### src/rtl/vmem_pkg.sv
// Shared types and default geometry for the vector memory sequencer.
// No logic; optional strided addressing is selected by VSEQ_STRIDE_EN.
// No flow control of its own.
package vmem_pkg;
    localparam int VSEQ_LANES  = 4;
    localparam int VSEQ_DATA_W = 8;
    localparam int VSEQ_ADDR_W = 16;
    localparam int VSEQ_IDX_W  = (VSEQ_LANES > 1) ? $clog2(VSEQ_LANES) : 1;

    typedef enum logic [1:0] {
        IDLE,
        ISSUE,
        DRAIN,
        DONE
    } vseq_state_t;
endpackage

### src/rtl/vseq_addr_gen.sv
// Element address generator: base + idx*stride (VSEQ_STRIDE_EN) or base + idx, wrapped to ADDR_W.
// Purely combinational, zero latency.
// No backpressure.
module vseq_addr_gen #(
    parameter int ADDR_W = 16,
    parameter int IDX_W  = 2
) (
    input  logic [ADDR_W-1:0] base,
    input  logic [IDX_W-1:0]  idx,
`ifdef VSEQ_STRIDE_EN
    input  logic [ADDR_W-1:0] stride,
`endif
    output logic [ADDR_W-1:0] addr
);
    always_comb begin
`ifdef VSEQ_STRIDE_EN
        addr = base + ADDR_W'(idx) * stride;
`else
        addr = base + ADDR_W'(idx);
`endif
    end
endmodule

### src/rtl/vector_mem_sequencer.sv
// Serialises one vector load/store into LANES scalar accesses; VSEQ_STRIDE_EN adds req_stride.
// Latency: store done LANES+1 cycles after acceptance, load LANES+2 (extra drain for sync read).
// Backpressure: stall held from acceptance until the DONE cycle; req_* ignored after acceptance.
module vector_mem_sequencer
    import vmem_pkg::*;
#(
    parameter int LANES  = VSEQ_LANES,
    parameter int DATA_W = VSEQ_DATA_W,
    parameter int ADDR_W = VSEQ_ADDR_W
) (
    input  logic                    clk,
    input  logic                    rst,
    input  logic                    req_valid,
    input  logic                    req_write,
    input  logic [ADDR_W-1:0]       req_addr,
    input  logic [LANES*DATA_W-1:0] req_wdata,
`ifdef VSEQ_STRIDE_EN
    input  logic [ADDR_W-1:0]       req_stride,
`endif
    output logic                    stall,
    output logic                    mem_en,
    output logic                    mem_we,
    output logic [ADDR_W-1:0]       mem_addr,
    output logic [DATA_W-1:0]       mem_wdata,
    input  logic [DATA_W-1:0]       mem_rdata,
    output logic                    done,
    output logic [LANES*DATA_W-1:0] rdata_vec
);
    localparam int IDX_W = (LANES > 1) ? $clog2(LANES) : 1;
    localparam logic [IDX_W-1:0] LAST = IDX_W'(LANES - 1);

    vseq_state_t             state;
    logic [IDX_W-1:0]        idx;
    logic [IDX_W-1:0]        idx_nxt;
    logic                    write_q;
    logic [ADDR_W-1:0]       base_q;
    logic [LANES*DATA_W-1:0] wdata_q;
`ifdef VSEQ_STRIDE_EN
    logic [ADDR_W-1:0]       stride_q;
    logic [ADDR_W-1:0]       gen_stride;
`endif
    logic                    stall_q;
    logic                    mem_en_q;
    logic                    mem_we_q;
    logic                    done_q;
    logic                    cap_vld;
    logic [IDX_W-1:0]        cap_idx;
    logic [ADDR_W-1:0]       gen_base;
    logic [IDX_W-1:0]        gen_idx;
    logic [ADDR_W-1:0]       gen_addr;

    assign idx_nxt = idx + IDX_W'(1);

    // Address of the lane issued next cycle: lane 0 of the incoming request, else idx+1.
    always_comb begin
        gen_base = base_q;
        gen_idx  = idx_nxt;
`ifdef VSEQ_STRIDE_EN
        gen_stride = stride_q;
`endif
        if (state == IDLE) begin
            gen_base = req_addr;
            gen_idx  = '0;
`ifdef VSEQ_STRIDE_EN
            gen_stride = req_stride;
`endif
        end
    end

    vseq_addr_gen #(
        .ADDR_W (ADDR_W),
        .IDX_W  (IDX_W)
    ) u_addr_gen (
        .base   (gen_base),
        .idx    (gen_idx),
`ifdef VSEQ_STRIDE_EN
        .stride (gen_stride),
`endif
        .addr   (gen_addr)
    );

    // Gating with rst keeps the port quiet during the reset cycle, so no lane is written then.
    assign stall  = (state == IDLE) ? (req_valid & ~rst) : (stall_q & ~rst);
    assign mem_en = mem_en_q & ~rst;
    assign mem_we = mem_we_q & ~rst;
    assign done   = done_q & ~rst;

    always_ff @(posedge clk) begin
        if (rst) begin
            state     <= IDLE;
            idx       <= '0;
            write_q   <= 1'b0;
            base_q    <= '0;
            wdata_q   <= '0;
`ifdef VSEQ_STRIDE_EN
            stride_q  <= '0;
`endif
            stall_q   <= 1'b0;
            mem_en_q  <= 1'b0;
            mem_we_q  <= 1'b0;
            mem_addr  <= '0;
            mem_wdata <= '0;
            done_q    <= 1'b0;
            cap_vld   <= 1'b0;
            cap_idx   <= '0;
            rdata_vec <= '0;
        end else begin
            cap_vld <= 1'b0;
            if (cap_vld) begin
                rdata_vec[cap_idx*DATA_W +: DATA_W] <= mem_rdata;
            end
            case (state)
                IDLE: begin
                    done_q <= 1'b0;
                    if (req_valid) begin
                        write_q   <= req_write;
                        base_q    <= req_addr;
                        wdata_q   <= req_wdata;
`ifdef VSEQ_STRIDE_EN
                        stride_q  <= req_stride;
`endif
                        idx       <= '0;
                        stall_q   <= 1'b1;
                        mem_en_q  <= 1'b1;
                        mem_we_q  <= req_write;
                        mem_addr  <= gen_addr;
                        mem_wdata <= req_wdata[DATA_W-1:0];
                        state     <= ISSUE;
                    end
                end
                ISSUE: begin
                    cap_vld <= ~write_q;
                    cap_idx <= idx;
                    if (idx == LAST) begin
                        mem_en_q  <= 1'b0;
                        mem_we_q  <= 1'b0;
                        mem_addr  <= '0;
                        mem_wdata <= '0;
                        if (write_q) begin
                            done_q  <= 1'b1;
                            stall_q <= 1'b0;
                            state   <= DONE;
                        end else begin
                            state <= DRAIN;
                        end
                    end else begin
                        idx       <= idx_nxt;
                        mem_addr  <= gen_addr;
                        mem_wdata <= wdata_q[idx_nxt*DATA_W +: DATA_W];
                    end
                end
                DRAIN: begin
                    done_q  <= 1'b1;
                    stall_q <= 1'b0;
                    state   <= DONE;
                end
                DONE: begin
                    done_q <= 1'b0;
                    idx    <= '0;
                    state  <= IDLE;
                end
                default: state <= IDLE;
            endcase
        end
    end
endmodule

### config.mk
export PLATFORM = sky130hd
export DESIGN_NAME = vector_mem_sequencer
export DESIGN_NICKNAME = d
export VERILOG_FILES = /design/src/rtl/vmem_pkg.sv /design/src/rtl/vseq_addr_gen.sv /design/src/rtl/vector_mem_sequencer.sv
export SDC_FILE = /design/constraint.sdc
export NUM_CORES = 1
export LEC_CHECK = 0
export CAP_MARGIN = 15
export CORE_AREA = 2 2 116 118
export DETAILED_ROUTE_END_ITERATION = 12
export DIE_AREA = 0 0 118 120
export GPL_TIMING_DRIVEN = 0
export PLACE_DENSITY_LB_ADDON = 0.3
export REMOVE_ABC_BUFFERS = 1
export SYNTH_ARGS = -nofsm -noshare
export SYNTH_HDL_FRONTEND = slang
export SYNTH_SLANG_ARGS = --single-unit
### constraint.sdc
create_clock -name clk -period 3.9 [get_ports clk]
set_input_delay 1.17 -clock clk [delete_from_list [all_inputs] [get_ports clk]]
set_output_delay 1.17 -clock clk [all_outputs]
set_load 0.005 [all_outputs]
### Word level (Yosys, flattened, before mapping)

Index checks and enable logic that the tools add are counted.

* flip-flop bits (word level): 116
* output and inout port bits: 60
* logic and storage cells: 77

* add/subtract/negate cells: 3
* equal/unequal tests: 8
* shifts and indexed selects: 3
* multiplexer cells: 28
* bitwise logic cells: 8
* reduce and logical (&&, ||, !) cells: 13

Operators with widths (count)
* two-way mux 16 bit: 3
* negation 5 -> 34 bit: 1
* variable shift 8 x 34 -> 32 bit (first input constant): 1
* indexed part select 8 x 34 -> 32 bit: 1
* bitwise mux 32 bit: 1
* one-hot mux 16 bit (2 select lines): 1
* indexed part select 32 x 6 -> 8 bit: 1
* adder 16 x 2 -> 16 bit: 1
* two-way mux 8 bit: 2
* one-hot mux 8 bit (2 select lines): 1
* two-way mux 2 bit: 5
* two-way mux 1 bit: 9
* != test 2 bit (second input constant): 4
* one-hot mux 2 bit (4 select lines): 1
* AND reduction 2 bit: 4
* equality test 2 bit (second input constant): 3
* one-hot mux 1 bit (3 select lines): 2
* one-hot mux 2 bit (3 select lines): 1
* AND reduction 3 bit: 2
* nonzero test 3 bit: 2
* AND 1 bit: 5
* one-hot mux 1 bit (2 select lines): 2
* AND reduction 4 bit: 1
* OR reduction 2 bit: 2
* other kinds (5): 7

### Depth between registers and ports, before layout

* depth in word-level cells: 5
* gate-level depth with buffers: 13
* gate-level depth less buffers: 10

### By module

Synthesis repeated with hierarchy kept, for this count alone.

* cell total of the unflattened synthesis: 601
* area total of the unflattened synthesis: 5208.7 um2

By module, submodules not included
* vector_mem_sequencer: times used 1, cells an instance 556, area an instance 4885.9 um2
* vseq_addr_gen: times used 1, cells an instance 45, area an instance 322.8 um2

### Worst setup path after synthesis

Ideal clock, no wire load.

* kind: input -> output
* start: input rst
* end: output stall
* arrival: 2.086 ns
* data required time: 2.730 ns
* slack: 0.644 ns
* stages: 4
* buffers on the path: 3
* cells stage by stage: clkbuf_1 -> clkbuf_1 -> buf_1 -> nor2_1

* cells in the longest elaborated chain, start to end: 3
* elaborated cells between the ends (all ways): 4
* classes of those cells: mux (1); bitwise (3)

RTL lines
* start: declaration: RTL line vector_mem_sequencer.sv:12 `input logic rst,`
* inverter 1 bit *: RTL line vector_mem_sequencer.sv:83 `assign stall = (state == IDLE) ? (req_valid & ~rst) : (stall_q & ~rst);`
* AND 1 bit: RTL line vector_mem_sequencer.sv:83
* two-way mux 1 bit *: RTL line vector_mem_sequencer.sv:83
* end: declaration: RTL line vector_mem_sequencer.sv:20 `output logic stall,`

Every way passes the cells marked *; elsewhere a longest branch is shown, timed or not.

### Worst setup path in the final report

* start: input req_valid
* end: output stall

* cells in the longest elaborated chain, start to end: 2

RTL lines
* start: declaration: RTL line vector_mem_sequencer.sv:13 `input logic req_valid,`
* AND 1 bit: RTL line vector_mem_sequencer.sv:83
* two-way mux 1 bit: RTL line vector_mem_sequencer.sv:83

No other way between the ends.

==> results.yml <==
timing:
  rsz0062_at_grt: "no"
  clock.fmax_mhz: 260
  worst_clock_skew_ns: 0.00629
  slew_headroom: 0.356
  period_minus_slack_ns: 3.84
  worst_pin_slew_ns: 0.958
  finalSetupTns_ns: 0
  final-setup-viol-count: 0
  finalMaxSlewViolations: 0
  period_share: 0.985
  final_hold_viol_count: 0
  whs_ns: 0.453
synth:
  synth_flop_cell: "dfxtp_1"
  synth_edf_count: 0
  syn_area_per_cell_um2: 8.97
  synth_xor_area_frac: 0.0139
  synth-compound-area-share: 0.186
  synth_area_mm2: 0.00502
  yosysSeqAreaShare: 0.462
  synth_top_family_by_area: "simple AND/OR/NAND/NOR gates"
  postSynth.asyncResetShare: 0
  synthMuxAreaShare: 0.0760
  synth_seq_cells: 116
  synth-simple-area-share: 0.189
  synthCells: 560
  synth_cell_types: 50
  synthAdderAreaFrac: 0.0339
  yosysWarnings: 0
setup_path:
  worstReg2RegEnd: "mem_addr[11]$_SDFFE_PP0P_"
  reg2reg_from: "idx[0]$_SDFFE_PP0P_"
  critical_path.endpoint_type: "primary output"
  cp-start-kind: "input port"
  cp_max_fo: 4
  startpoint: "req_valid"
  crit_type: "input port to primary output"
  worstPathRequired_ns: 2.73
  endpoint: "stall"
  rr_worst_depth: 8
  cp.arrival_ns: 2.67
  reg2reg_slack_ns: 0.87
pwr:
  seq_power_share: 0.326
  irDropWorstVdd_v: 0.000320
  power_frac_clock: 0.320
  p_comb_frac: 0.354
  power_density_mw_per_mm2: 702
  switching_share: 0.333
  switching_power_mw: 1.63
  p_int_mw: 3.26
  leakage_nw: 2.56
drt:
  drtAntennaViolNets: 0
  viasPerCell: 5.30
  drt_iter0_markers: 308
  routed-via-count: 4543
  finalWirelength_um: 13200
  route.detailed.drc: 0
  drt_pass1_iterations: 5
  detail_route.wl_per_cell_um: 15.4
global_route:
  grt_util_all_layers: 0.192
  grt_overflow: 0
  antenna_found_initial: 0
  grt_pass1_wl_um: 21700
  grt_pass1_vias: 4445
  grt_max_degree: 58
place:
  placement.io_buffers: 119
  gp_congestion: 0.825
  dp_hpwl_um: 8870
clocking:
  ctsHoldBuffers: 0
  clk-insertion-delay-late_ns: 0.41
  cts_buffers: 17
  clockBufferDepth: 2
  cts_tree: "built"
  cts_root_buf: "clkbuf_16"
  clk_pin_slew_ns: 0.05
  cts_sinks: 116
  cts_max_level: 4
cells_and_area:
  drive_gt1_frac: 0.0984
  num_antenna_cells: 0
  nNetsFinal: 741
  syn_to_final_growth_pct: 38.7
  n_fill_cell: 1166
die:
  rows: 42
  die_area_mm2: 0.0142
  core-area_mm2: 0.0130
  die_y_um: 120
  start_util: 0.387
  die_x_um: 118
  ioPinCount: 120
worst_hold_path:
  hold_class: "flop to flop"
run:
  drv_cap: 0
status:
  status: "complete, no violations"
## power by group through the flow
stage          Combinational (mW)  Clock (mW)  Sequential, mW
2_1_floorplan                1.04           0            1.59
3_5_place_dp                 1.71           0            1.62
4_1_cts                      1.75        1.59            1.60
6_report                     1.73        1.56            1.60
5_1_grt                      1.92        1.65            1.63
3_3_place_gp                 1.63           0            1.61
## worst min path at each step
stage / start / to / slack [ns] / depth (start not counted)
global placement: base_q[1]$_SDFFE_PP0P_ / base_q[1]$_SDFFE_PP0P_ / 0.44 / 2
CTS: base_q[14]$_SDFFE_PP0P_ / base_q[14]$_SDFFE_PP0P_ / 0.46 / 2
finish: wdata_q[31]$_SDFFE_PP0P_ / wdata_q[31]$_SDFFE_PP0P_ / 0.45 / 2
global route: wdata_q[7]$_SDFFE_PP0P_ / wdata_q[7]$_SDFFE_PP0P_ / 0.47 / 2
floorplan: wdata_q[0]$_SDFFE_PP0P_ / wdata_q[0]$_SDFFE_PP0P_ / 0.43 / 2
detailed placement: base_q[14]$_SDFFE_PP0P_ / base_q[14]$_SDFFE_PP0P_ / 0.45 / 2
## sequential cells by signal, summed over array words and instances (netlist names), 2 cells and up
register   flops
rdata_vec     32
wdata_q       32
base_q        16
mem_addr      16
mem_wdata      8
cap_idx        2
idx            2
state          2
## metal layers
metal  GRT usage  part of all wire  vias up
li1            -                 -     2191
met1       0.231              0.43     2192
met2       0.327              0.49      136
met3      0.0461             0.054       24
met4      0.0858             0.021        0
met5           0                 0        -
## cell usage after synthesis (2+ instances only)
cell type	instances	area (µm²)
nand3_1	6	30.0
a22o_1	8	70.1
mux2_2	6	67.6
buf_2	7	35.0
a211oi_4	2	40.0
a32o_1	3	30.0
nor4b_2	3	45.0
nor2_1	61	229
nor3_1	10	50.1
o21ai_0	8	40.0
xor2_1	5	43.8
nand2b_1	2	12.5
and3_1	2	12.5
mux4_2	8	180
buf_6	2	22.5
a221oi_1	8	70.1
a21oi_1	62	310
and2b_1	2	15.0
ha_1	12	150
a22oi_1	34	255
dfxtp_1	116	2320
nand2_1	108	405
mux2i_1	12	120
clkbuf_1	23	86.3
a32oi_1	5	43.8
nand4_1	3	18.8
xnor2_1	3	26.3
nand3b_1	2	15.0
nor2b_1	6	37.5
buf_1	2	7.51
inv_1	10	37.5
## cell usage in the layout (no fill, tap or decap), types with 11 or more instances in the layout
cell type / count
clkbuf_16: 17
nand2_1: 107
nor2_1: 61
clkdlybuf4s50_1: 118
ha_1: 11
dfxtp_1: 116
mux2i_1: 12
a22oi_1: 34
a21oi_1: 62
## final cells by class
class,count,area (µm²),area share
Clock buffer,19,443,0.0636
Clock inverter,13,159,0.0228
Inverter,10,37.5,0.00539
Multi-Input combinational cell,400,2530,0.363
Sequential cell,116,2320,0.333
Tap cell,176,220,0.0316
Timing Repair Buffer,123,1250,0.180
## what timing repair did
item	in CTS	in global routing
gates resized for setup	2	0
endpoints found under the setup margin	1	0
setup buffers	1	0
endpoints found under the hold margin	0	0
## stage by stage
step	power, mW	utilization	cells	setup slack, ns	cell area (µm²)
finish	4.89	0.537	857	0.0568	6970
global route	5.20	0.537	857	0.0126	6970
CTS	4.93	0.537	857	0.0818	6970
detailed placement	3.33	0.488	823	-0.189	6340
global placement	3.24	0.484	820	-2.46	6280
floorplan	2.62	-	525	0.172	4860
## worst max-delay path, cell delays in order
cell and delay [ns]:
clkdlybuf4s50_1 0.62, and2_4 0.21, a21oi_1 0.04, nor2_1 0.10
clkdlybuf4s50_1 0.53
## logic make-up (layout without fill, tap and decap cells)
kind of cell	after synthesis	after routing
mux	27	27
fa+ha+maj	13	13
flops	116	116
buf+inv	45	165
compound gates	138	138
simple gates	213	214
xor+xnor	8	8
(Power assumes the default switching activity.)
